File: config.mk
export PLATFORM = sky130hd
export DESIGN_NAME = power_supervisor_mc
export DESIGN_NICKNAME = d
export VERILOG_FILES = /design/src/rtl/power_supervisor_mc.sv
export SDC_FILE = /design/constraint.sdc
export NUM_CORES = 1
export LEC_CHECK = 0
export CAP_MARGIN = 20
export CORE_MARGIN = 2
export CORE_UTILIZATION = 50
export DETAILED_ROUTE_END_ITERATION = 16
export GPL_TIMING_DRIVEN = 0
export HOLD_SLACK_MARGIN = 0.05
export PLACE_DENSITY = 0.78
export SLEW_MARGIN = 20
export SYNTH_ARGS = -nofsm -noshare
export SYNTH_HDL_FRONTEND = slang
export SYNTH_SLANG_ARGS = --single-unit
File: constraint.sdc
create_clock -name MAX10_CLK1_24 -period 6.1 [get_ports MAX10_CLK1_24]
set_input_delay 1.83 -clock MAX10_CLK1_24 [delete_from_list [all_inputs] [get_ports MAX10_CLK1_24]]
set_output_delay 1.83 -clock MAX10_CLK1_24 [all_outputs]
set_load 0.03 [all_outputs]
File: src/rtl/power_supervisor_mc.sv
`default_nettype none
// ============================================================================
// power_supervisor_mc : ID-gated SoC power enable with per-channel debounced
//                       low-voltage / over-power faults, battery gauge, peak log
// Revision 1.0
// ============================================================================
module power_supervisor_mc #(
    parameter int          N_CH           = 2,
    parameter int          VOLT_W         = 25,
    parameter int          PWR_W          = 16,
    parameter logic [15:0] CHIP_ID        = 16'h2260,
    parameter int          LED_INIT_TICKS = 65535,
    parameter int          LOWBAT_TICKS   = 48000000,
    parameter int          OVERPWR_TICKS  = 4800000,
    parameter int          BAT_LOW        = 4720,
    parameter int          BAT_L2         = 4896,
    parameter int          BAT_L3         = 5080,
    parameter int          HYST           = 8,
    parameter int          AUTO_RETRY     = 0,
    parameter int          RETRY_TICKS    = 24000000
) (
    input  logic                    MAX10_CLK1_24,
    input  logic                    RESET,
    input  logic [16*N_CH-1:0]      die_id,
    input  logic [N_CH-1:0]         sample_valid,
    input  logic [VOLT_W*N_CH-1:0]  bus_voltage,
    input  logic [PWR_W*N_CH-1:0]   power,
    input  logic [PWR_W*N_CH-1:0]   power_limit,
    input  logic                    fault_clear,
    input  logic                    peak_clear,
    output logic                    SOC_SYS_PDN_n,
    output logic                    MAX_WARN_LED,
    output logic [2:0]              BATTERY_LED,
    output logic [N_CH-1:0]         fault_ch,
    output logic [1:0]              fault_type,
    output logic [PWR_W-1:0]        power_max,
    output logic [2:0]              power_max_ch,
    output logic [29:0]             power_max_tick
);

    localparam int LB_W = $clog2(LOWBAT_TICKS + 1);
    localparam int OP_W = $clog2(OVERPWR_TICKS + 1);
    localparam int RT_W = $clog2(RETRY_TICKS + 1);
    localparam int IN_W = $clog2(LED_INIT_TICKS + 1);

    localparam logic [LB_W-1:0]   LB_LAST   = LB_W'(LOWBAT_TICKS - 1);
    localparam logic [OP_W-1:0]   OP_LAST   = OP_W'(OVERPWR_TICKS - 1);
    localparam logic [RT_W-1:0]   RT_LAST   = RT_W'(RETRY_TICKS - 1);
    localparam logic [IN_W-1:0]   INIT_LAST = IN_W'(LED_INIT_TICKS - 1);

    localparam logic [VOLT_W-1:0] V_LOW    = VOLT_W'(BAT_LOW);
    localparam logic [VOLT_W-1:0] V_L2     = VOLT_W'(BAT_L2);
    localparam logic [VOLT_W-1:0] V_L3     = VOLT_W'(BAT_L3);
    localparam logic [VOLT_W-1:0] V_LOW_DN = VOLT_W'(BAT_LOW - HYST);
    localparam logic [VOLT_W-1:0] V_L2_DN  = VOLT_W'(BAT_L2 - HYST);
    localparam logic [VOLT_W-1:0] V_L3_DN  = VOLT_W'(BAT_L3 - HYST);

    typedef enum logic [1:0] {
        S_WAIT_ID = 2'd0,
        S_INIT    = 2'd1,
        S_RUN     = 2'd2,
        S_FAULT   = 2'd3
    } state_t;

    state_t            state_q;
    logic [IN_W-1:0]   init_cnt_q;
    logic [RT_W-1:0]   retry_cnt_q;
    logic [1:0]        level_q;
    logic [1:0]        level_d;
    logic              pdn_q;
    logic              warn_q;
    logic [2:0]        led_q;
    logic [N_CH-1:0]   fault_ch_q;
    logic [1:0]        fault_type_q;
    logic [29:0]       tick_q;
    logic [PWR_W-1:0]  peak_q;
    logic [PWR_W-1:0]  peak_d;
    logic [2:0]        peak_ch_q;
    logic [2:0]        peak_ch_d;
    logic [29:0]       peak_tick_q;
    logic [29:0]       peak_tick_d;

    logic              w_active;
    logic [N_CH-1:0]   w_id_ok;
    logic [N_CH-1:0]   w_low_v;
    logic [N_CH-1:0]   w_over_p;
    logic [N_CH-1:0]   w_lb_fire;
    logic [N_CH-1:0]   w_op_fire;
    logic              w_any_cond;
    logic              w_recover;
    logic [VOLT_W-1:0] w_v0;
    logic [1:0]        w_up_lvl;
    logic [VOLT_W-1:0] w_dn_thr;
    logic [2:0]        w_led_run;
    logic [2:0]        w_led_hold;

    assign w_active = (state_q == S_INIT) || (state_q == S_RUN);

    // Debounce counters only run while powered; FAULT and WAIT_ID hold them at 0.
    for (genvar c = 0; c < N_CH; c++) begin : g_ch
        logic [VOLT_W-1:0] volt_q;
        logic [PWR_W-1:0]  pwr_q;
        logic [LB_W-1:0]   lb_cnt_q;
        logic [OP_W-1:0]   op_cnt_q;

        assign w_id_ok[c]   = (die_id[16*c +: 16] == CHIP_ID);
        assign w_low_v[c]   = (volt_q < V_LOW);
        assign w_over_p[c]  = (pwr_q > power_limit[PWR_W*c +: PWR_W]);
        assign w_lb_fire[c] = w_active && w_low_v[c] && (lb_cnt_q == LB_LAST);
        assign w_op_fire[c] = w_active && w_over_p[c] && (op_cnt_q == OP_LAST);

        always_ff @(posedge MAX10_CLK1_24) begin
            if (RESET) begin
                volt_q   <= '0;
                pwr_q    <= '0;
                lb_cnt_q <= '0;
                op_cnt_q <= '0;
            end else begin
                if (sample_valid[c]) begin
                    volt_q <= bus_voltage[VOLT_W*c +: VOLT_W];
                    pwr_q  <= power[PWR_W*c +: PWR_W];
                end
                if (!w_active || !w_low_v[c]) begin
                    lb_cnt_q <= '0;
                end else begin
                    lb_cnt_q <= lb_cnt_q + 1'b1;
                end
                if (!w_active || !w_over_p[c]) begin
                    op_cnt_q <= '0;
                end else begin
                    op_cnt_q <= op_cnt_q + 1'b1;
                end
            end
        end
    end

    assign w_v0       = g_ch[0].volt_q;
    assign w_any_cond = (|w_low_v) || (|w_over_p);
    assign w_recover  = (AUTO_RETRY != 0) ? (!w_any_cond && (retry_cnt_q == RT_LAST))
                                          : (fault_clear && !w_any_cond);

    // Rising uses the plain thresholds; falling requires V to clear the current
    // level's threshold minus HYST, then lands on whatever level V supports.
    always_comb begin
        w_up_lvl = 2'd0;
        if (w_v0 > V_L3) begin
            w_up_lvl = 2'd3;
        end else if (w_v0 > V_L2) begin
            w_up_lvl = 2'd2;
        end else if (w_v0 > V_LOW) begin
            w_up_lvl = 2'd1;
        end
        case (level_q)
            2'd1:    w_dn_thr = V_LOW_DN;
            2'd2:    w_dn_thr = V_L2_DN;
            2'd3:    w_dn_thr = V_L3_DN;
            default: w_dn_thr = '0;
        endcase
        level_d = level_q;
        if (w_up_lvl > level_q) begin
            level_d = w_up_lvl;
        end else if ((level_q != 2'd0) && (w_v0 <= w_dn_thr)) begin
            level_d = w_up_lvl;
        end
    end

    assign w_led_run  = 3'b111 >> (2'd3 - level_d);
    assign w_led_hold = 3'b111 >> (2'd3 - level_q);

    // Strict '>' while scanning upward keeps the lowest index on ties.
    always_comb begin
        peak_d      = peak_clear ? '0 : peak_q;
        peak_ch_d   = peak_clear ? '0 : peak_ch_q;
        peak_tick_d = peak_clear ? '0 : peak_tick_q;
        if (w_active) begin
            for (int c = 0; c < N_CH; c++) begin
                if (sample_valid[c] && (power[PWR_W*c +: PWR_W] > peak_d)) begin
                    peak_d      = power[PWR_W*c +: PWR_W];
                    peak_ch_d   = 3'(c);
                    peak_tick_d = tick_q;
                end
            end
        end
    end

    always_ff @(posedge MAX10_CLK1_24) begin
        if (RESET) begin
            tick_q      <= '0;
            peak_q      <= '0;
            peak_ch_q   <= '0;
            peak_tick_q <= '0;
        end else begin
            tick_q      <= (&tick_q) ? tick_q : tick_q + 1'b1;
            peak_q      <= peak_d;
            peak_ch_q   <= peak_ch_d;
            peak_tick_q <= peak_tick_d;
        end
    end

    always_ff @(posedge MAX10_CLK1_24) begin
        if (RESET) begin
            state_q      <= S_WAIT_ID;
            init_cnt_q   <= '0;
            retry_cnt_q  <= '0;
            level_q      <= '0;
            pdn_q        <= 1'b0;
            warn_q       <= 1'b0;
            led_q        <= 3'b000;
            fault_ch_q   <= '0;
            fault_type_q <= 2'b00;
        end else begin
            case (state_q)
                S_WAIT_ID: begin
                    if (&w_id_ok) begin
                        state_q    <= S_INIT;
                        init_cnt_q <= '0;
                        pdn_q      <= 1'b1;
                        warn_q     <= 1'b1;
                        led_q      <= 3'b111;
                    end
                end
                S_INIT, S_RUN: begin
                    level_q <= level_d;
                    if (|(w_lb_fire | w_op_fire)) begin
                        state_q      <= S_FAULT;
                        retry_cnt_q  <= '0;
                        pdn_q        <= 1'b0;
                        warn_q       <= 1'b1;
                        led_q        <= 3'b000;
                        fault_ch_q   <= fault_ch_q | w_lb_fire | w_op_fire;
                        fault_type_q <= fault_type_q | {|w_op_fire, |w_lb_fire};
                    end else if ((state_q == S_INIT) && (init_cnt_q != INIT_LAST)) begin
                        init_cnt_q <= init_cnt_q + 1'b1;
                    end else begin
                        state_q <= S_RUN;
                        pdn_q   <= 1'b1;
                        warn_q  <= 1'b0;
                        led_q   <= w_led_run;
                    end
                end
                S_FAULT: begin
                    if (w_recover) begin
                        state_q      <= S_RUN;
                        retry_cnt_q  <= '0;
                        pdn_q        <= 1'b1;
                        warn_q       <= 1'b0;
                        led_q        <= w_led_hold;
                        fault_ch_q   <= '0;
                        fault_type_q <= 2'b00;
                    end else if (w_any_cond || (AUTO_RETRY == 0)) begin
                        retry_cnt_q <= '0;
                    end else begin
                        retry_cnt_q <= retry_cnt_q + 1'b1;
                    end
                end
                default: state_q <= S_WAIT_ID;
            endcase
        end
    end

    assign SOC_SYS_PDN_n  = pdn_q;
    assign MAX_WARN_LED   = warn_q;
    assign BATTERY_LED    = led_q;
    assign fault_ch       = fault_ch_q;
    assign fault_type     = fault_type_q;
    assign power_max      = peak_q;
    assign power_max_ch   = peak_ch_q;
    assign power_max_tick = peak_tick_q;

endmodule
`default_nettype wire

# [After elaboration in Yosys (flattened, before gate mapping)]
# Index checks and enable logic that the tools add are counted.
[word_totals] ff_bits=288
[classes] order_cmp=11 n_eq_ne=19 n_bitwise=4 reduce_logical=44 muxes=47 add_sub_neg=8 shifts=2
[op_table] cell="$mux 16" count=8
[op_table] cell="$mux 30" count=4
[op_table] cell="$gt 25x13->1 const B" count=3
[op_table] cell="$gt 16x16->1" count=4
[op_table] cell="$add 26x1->26 const B" count=2
[op_table] cell="$eq 26x26->1 const B" count=2
[op_table] cell="$lt 25x13->1 const B" count=2
[op_table] cell="$add 23x1->23 const B" count=2
[op_table] cell="$eq 23x23->1 const B" count=2
[op_table] cell="$pmux 13 s3" count=1
[op_table] cell="$eq 16x14->1 const B" count=2
[op_table] cell="$pmux 16 s2" count=1
[op_table] cell="$add 30x1->30 const B" count=1
[op_table] cell="$reduce_and 30->1" count=1
[op_table] cell="$le 25x25->1" count=1
[op_table] cell="$mux 3" count=8
[op_table] cell="$mux 2" count=11
[op_table] cell="$reduce_or 2->1" count=10
[op_table] cell="$add 16x1->16 const B" count=1
[op_table] cell="$ne 16x16->1 const B" count=1
[op_table] cell="$logic_and 1x1->1" count=13
[op_table] cell="$ne 2x2->1 const B" count=5
[op_table] cell="$pmux 3 s3" count=1
[op_table] cell="$eq 2x2->1 const B" count=4
[op_table] cell="other kinds (17)" count=45

# [Logic depth before layout (Yosys ltp)]
# Gate-level depths: netlist of the first run.
[depth] depth_word=11 mapped_depth=22

# [Worst setup path after synthesis of the first run]
# OpenSTA, ideal clock, no wires.
[synth_path] kind="input-to-reg" startpoint="input peak_clear" endpoint="register peak_tick_q[27], in the netlist power_max_tick[27]" t_arrival_ns=6.087 path_stages=22 setup_time_ns=0.071 required_time_ns=6.029 setup_slack_ns=-0.058 cell_sequence="clkbuf_1 > nand2b_1 > ha_1 > nor2b_1 > o21a_1 > o21a_1 > o21ai_0 > a221oi_1 > o21ai_1 > buf_2 > mux2_2 > ha_1 > a21o_1 > a21o_1 > a21oi_1 > nor2_1 > o31ai_1 > or2_2 > buf_2 > buf_1 > nand4b_1 > a21oi_1"
[synth_between] elab_chain_cells=9 elab_cells_between_ends=11
[synth_rtl] element="start: declaration" line="30" source="input logic peak_clear,"
[synth_rtl] element="$mux 16" line="172" source="peak_d = peak_clear ? '0 : peak_q;"
[synth_rtl] element="$gt 16x16->1" line="177" source="if (sample_valid[c] && (power[PWR_W*c +: PWR_W] > peak_d)) begin"
[synth_rtl] element="$logic_and 1x1->1" line="177"
[synth_rtl] element="$mux 16" line="177"
[synth_rtl] element="$mux 16" line="175" source="if (w_active) begin"
[synth_rtl] element="$gt 16x16->1" line="177"
[synth_rtl] element="$logic_and 1x1->1" line="177"
[synth_rtl] element="$mux 30" line="177"
[synth_rtl] element="$mux 30 *" line="175"
[synth_rtl] element="end signal: assignment" line="196" source="peak_tick_q <= peak_tick_d;"
[synth_rtl] element="end: declaration" line="80" source="logic [29:0] peak_tick_q;"
# Mark *: on every way between the ends. The rest lies on a longest branch, timed or not. The select of a mux whose other input is x is not followed.
# A chain may end at the register's enable or synchronous reset.

# [Worst setup path in the final report of the first run]
[layout_path] startpoint="input power[1]" endpoint="register peak_q[11], in the netlist power_max[11]"
[layout_between] elab_chain_cells=8
[layout_rtl] element="start: declaration" line="27" source="input logic [PWR_W*N_CH-1:0] power,"
[layout_rtl] element="$gt 16x16->1" line="177"
[layout_rtl] element="$logic_and 1x1->1" line="177"
[layout_rtl] element="$mux 16 *" line="177"
[layout_rtl] element="$mux 16 *" line="175"
[layout_rtl] element="$gt 16x16->1" line="177"
[layout_rtl] element="$logic_and 1x1->1" line="177"
[layout_rtl] element="$mux 16 *" line="177"
[layout_rtl] element="$mux 16 *" line="175"
[layout_rtl] element="end signal: assignment" line="194" source="peak_q <= peak_d;"
[layout_rtl] element="end: declaration" line="76" source="logic [PWR_W-1:0] peak_q;"
# Marks and branches as above.

==> results of run 1 <==
Yosys cell counts (all sizes together), types with 8 or more instances:
cell type  number
clkbuf         50
nand4b         29
nor2b          13
and3           23
xnor2          34
o21ai          59
nand4          48
and2           13
nor4           13
a21o            9
inv            79
a21oi          72
nand2b         20
nor4b           8
nand3          69
dfxtp         283
or3            15
o31ai           8
a211oi         18
xor2           81
nand2          71
ha             88
o22ai          16
buf            19
mux2i          83
mux2           16
and4           15
nor3           19
o21a           13
nor2          241
final cells by class:
| type | instances | area [um2] | share of cell area, % |
|---|---|---|---|
| inverters | 79 | 297 | 1.68 |
| well taps | 378 | 473 | 2.68 |
| flip-flops and latches | 283 | 5670 | 32.1 |
| diodes | 1 | 2.50 | 0.0142 |
| clock buffers | 48 | 930 | 5.27 |
| repair buffers | 206 | 2050 | 11.6 |
| multi-input cells | 1162 | 7880 | 44.7 |
| clock inverters | 5 | 25.0 | 0.142 |
| plain buffers | 68 | 312 | 1.77 |
flip-flops by register name, indices dropped and copies added (netlist names), 3 cells and up:
signal,cells
init_cnt_q,16
power_max_ch,3
BATTERY_LED,3
tick_q,30
g_ch.volt_q,46
g_ch.op_cnt_q,46
power_max_tick,30
power_max,16
g_ch.lb_cnt_q,52
g_ch.pwr_q,32
layer usage:
metal  track usage (%)  vias to the layer above
met1              31.2                     5776
met4              8.88                        0
met2              42.4                      341
met5                 0                        -
met3              4.72                       85
li1                  -                     6096
how the worst min path moves through the flow:
stage	from	end	slack [ns]	depth (start not counted)
after floorplan	g_ch[1].op_cnt_q[0]$_SDFF_PP0_	g_ch[1].op_cnt_q[0]$_SDFF_PP0_	0.41	1
after global placement	g_ch[1].lb_cnt_q[0]$_SDFF_PP0_	g_ch[1].lb_cnt_q[0]$_SDFF_PP0_	0.43	1
after detailed placement	g_ch[1].op_cnt_q[0]$_SDFF_PP0_	g_ch[1].op_cnt_q[0]$_SDFF_PP0_	0.44	1
after CTS	g_ch[1].op_cnt_q[0]$_SDFF_PP0_	g_ch[1].op_cnt_q[0]$_SDFF_PP0_	0.45	1
after global routing	g_ch[1].lb_cnt_q[0]$_SDFF_PP0_	g_ch[1].lb_cnt_q[0]$_SDFF_PP0_	0.47	1
final	g_ch[1].lb_cnt_q[0]$_SDFF_PP0_	g_ch[1].lb_cnt_q[0]$_SDFF_PP0_	0.45	1
power by group through the flow:
stage / Clock (mW) / Sequential (mW) / Combinational (mW)
global route: 1.87 / 2.05 / 1.57
finish: 1.76 / 2.04 / 1.44
global placement: 0 / 2.07 / 1.34
floorplan: 0 / 2.16 / 0.777
detailed placement: 0 / 2.07 / 1.37
CTS: 1.79 / 2.04 / 1.39
worst max-delay path, stage by stage:
cell and delay, ns:
sky130_fd_sc_hd__clkdlybuf4s50_1 0.53, sky130_fd_sc_hd__ha_1 0.37, sky130_fd_sc_hd__nor2b_1 0.13, sky130_fd_sc_hd__o21a_1 0.16
sky130_fd_sc_hd__o21a_1 0.17, sky130_fd_sc_hd__o21ai_1 0.17, sky130_fd_sc_hd__a221oi_2 0.12, sky130_fd_sc_hd__o21ai_2 0.23
sky130_fd_sc_hd__buf_4 0.20, sky130_fd_sc_hd__mux2_2 0.35, sky130_fd_sc_hd__ha_1 0.29, sky130_fd_sc_hd__a2111oi_1 0.40
sky130_fd_sc_hd__o31ai_1 0.19, sky130_fd_sc_hd__o31ai_4 0.39, sky130_fd_sc_hd__o211ai_1 0.26, sky130_fd_sc_hd__clkbuf_4 0.26
sky130_fd_sc_hd__o22ai_1 0.18, sky130_fd_sc_hd__a211oi_1 0.08
through the flow:
step	cells	worst slack, ns	instance area (um2)	util, %	total power, mW
6_report	2230	0.202	17600	63.5	5.24
3_5_place_dp	2173	-1.07	16600	59.7	3.44
4_1_cts	2227	0.0245	17600	63.2	5.22
2_1_floorplan	1593	0.0688	14100	-	2.94
3_3_place_gp	2173	-1.08	16600	59.7	3.41
5_1_grt	2230	-0.0928	17600	63.5	5.48
cell families after synthesis:
logic type	after synthesis
AO/OA/AOI/OAI	236
buffers and inverters	148
flip-flops	283
AND/OR/NAND/NOR	624
multiplexers	99
XOR/XNOR	115
adder cells (fa/ha/maj)	88
timing repair:
action	4_1_cts	5_1_grt
pin swaps	1	3
gates resized for setup	9	22
setup buffers	1	3
endpoints found under the setup margin	49	49
layout by cell type (no fill, tap or decap), types with 9 or more instances in the layout:
master / instances
sky130_fd_sc_hd__a211oi_1: 18
sky130_fd_sc_hd__nand2_1: 70
sky130_fd_sc_hd__inv_1: 79
sky130_fd_sc_hd__nand4_1: 45
sky130_fd_sc_hd__mux2i_1: 83
sky130_fd_sc_hd__nor2b_1: 13
sky130_fd_sc_hd__o22ai_1: 16
sky130_fd_sc_hd__dfxtp_1: 283
sky130_fd_sc_hd__xor2_1: 81
sky130_fd_sc_hd__nor3_1: 17
sky130_fd_sc_hd__ha_1: 88
sky130_fd_sc_hd__xnor2_1: 34
sky130_fd_sc_hd__o21ai_0: 55
sky130_fd_sc_hd__or3_1: 13
sky130_fd_sc_hd__nor4_1: 12
sky130_fd_sc_hd__and3_1: 23
sky130_fd_sc_hd__and2_1: 12
sky130_fd_sc_hd__clkbuf_8: 9
sky130_fd_sc_hd__a21oi_1: 72
sky130_fd_sc_hd__clkbuf_16: 31
sky130_fd_sc_hd__clkdlybuf4s50_1: 202
sky130_fd_sc_hd__nor2_1: 238
sky130_fd_sc_hd__nand3_1: 69
sky130_fd_sc_hd__and4_1: 15
sky130_fd_sc_hd__mux2_2: 16
sky130_fd_sc_hd__o21a_1: 13
sky130_fd_sc_hd__clkbuf_1: 54
sky130_fd_sc_hd__nand2b_1: 20
sky130_fd_sc_hd__nand4b_1: 29
sky130_fd_sc_hd__a21o_1: 9
==> impl_metrics.toml, run 1 <==
[synth]
ys_seq_elements = 283
synth.mux.area_fraction_pct = 7.18
library_cell_with_the_largest_summed_area_after_synthesis = "sky130_fd_sc_hd__dfxtp_1"
synth.yosys.seq_area_share_pct = 40.2
synth_xor_area_share_pct = 7.15
post_synth_num_cell_types = 76
combinational_family_with_the_most_area_after_synthesis = "simple AND/OR/NAND/NOR gates"
syn_avg_cell_area_um2 = 8.84
synth_simple_gate_area_share_pct = 23.1
synth_top_flop_cell = "sky130_fd_sc_hd__dfxtp_1"
fraction_of_synthesized_cell_area_taken_by_the_top_area_cell_type_pct = 40.2
netlist_top_cells_area = "sky130_fd_sc_hd__dfxtp_1, sky130_fd_sc_hd__ha_1, sky130_fd_sc_hd__nor2_1, sky130_fd_sc_hd__mux2i_1, sky130_fd_sc_hd__xor2_1"
number_of_synthesized_flops_with_an_enable_pin = 0
yosysWarningCount = 0
fraction_of_the_mapped_netlist_area_in_compound_gates_pct = 10.4
asyncSetResetFlopFracSynth_pct = 0
synth-adder-area-share_pct = 7.82
mappedNetlistNets = 1833
area_of_the_mapped_netlist_um2 = 14100
netlist_instances = 1593

[detailed_routing]
detail_route.wirelength_um = 37100
wirelength_met1_um = 16400
via_cell_ratio = 5.51
wire_per_inst_um = 16.7
detailedRoute.firstPassIterationCount = 5
detail-route-antenna-nets = 0
topRoutingLayerUsed = "met4"
drt_iter0_markers = 738
met3WireLength_um = 2330
routed-via-count = 12300
detailroute.wirelength.met2_um = 17300
drt_drc_violations_left = 0

[place]
dpl.hpwl_um = 28100
buffer_ports.inserted = 202
globalplace.congestion = 0.890

[worst_hold_path]
hold_path.class = "flop to flop"

[critical_path]
setup.reg_to_reg.worst_slack_ns = 1.63
worst_r2r_path_depth = 18
worst-setup-path-type = "input pin to flop"
crit_end = "power_max[11]$_SDFF_PP0_"
start_point_of_the_critical_path = "power[1]"
r2r_end = "power_max[11]$_SDFF_PP0_"
worst_setup_path_end_kind = "flop"
critical_path.max_fanout = 10
worst_setup_path_start_kind = "input pin"
endpoint_arrival_time_on_the_critical_path_ns = 6.31
rr_startpoint = "power_max[1]$_SDFF_PP0_"
worst-endpoint-required_ns = 6.52

[timing]
final_hold_viol_count = 0
timing_max_transition_violations_final = 0
min_period_ns = 5.90
tightestPinTransition_ns = 0.944
slew_headroom_pct = 37.1
fmax_ghz = 0.170
final.period_utilization_pct = 96.7
setup_total_negative_slack_ns = 0
worst_case_hold_slack_ns = 0.446
final-setup-viol-count = 0
skew_final_ns = 0.0143

[die]
chipWidth_um = 172
initial_core_util_pct = 50.7
floorplan.core_area_um2 = 27800
placement_row_count = 61
die_h_um = 172
die_area_um2 = 29500
floorplan.io_pins = 210

[power]
total_switching_power_mw = 1.67
share_clk_of_total_power_pct = 33.6
cell_internal_pwr_mw = 3.57
power.static_leakage_nw = 6.68
cellPowerDensity_nw_per_um2 = 297
worst_ir_drop_vdd_uv = 203
sequential_power_share_pct = 38.9
power_switching_share_pct = 31.9
comb_power_share_pct = 27.5

[run_status]
result_of_the_run = "complete, no violations"

[global_route]
number_of_antenna_violations_at_the_first_check_in_global_routing = 1
grtUsageTotal_pct = 24.8
grt_pass1_vias = 12300
grt_overflow = 0
grt_first_pass_wirelength_um = 59500
maximum_number_of_pins_on_one_net_before_global_route_repair = 15

[clock_tree]
clkSlewWorstSetupHoldPaths_ns = 0.06
clock_tree_from_tritoncts = "yes"
h-tree-depth = 1
insertion_delay_ns = 0.56
clock-root-buffer = "sky130_fd_sc_hd__clkbuf_16"
clk_path_buf_depth = 3
clock_sink_count = 283
hold_buffers = 0
num_cts_buffers = 30

[layout]
drive_above_1_share_pct = 5.73
fillers = 2398
nets = 2070
area_overhead_vs_synth_pct = 25.2

[run]
cap_violations = 0
Power figures use the tool's default switching activity.
==> inputs of run 2 (changes only) <==
--- a/config.mk
+++ b/config.mk
@@ -5,7 +5,7 @@
 export SDC_FILE = /design/constraint.sdc
 export NUM_CORES = 1
 export LEC_CHECK = 0
-export CAP_MARGIN = 20
+export CAP_MARGIN = 10
 export CORE_MARGIN = 2
 export CORE_UTILIZATION = 50
 export DETAILED_ROUTE_END_ITERATION = 16
==> results of run 2 <==
No change in the layout: final DEF, timing and power equal those of run 1.
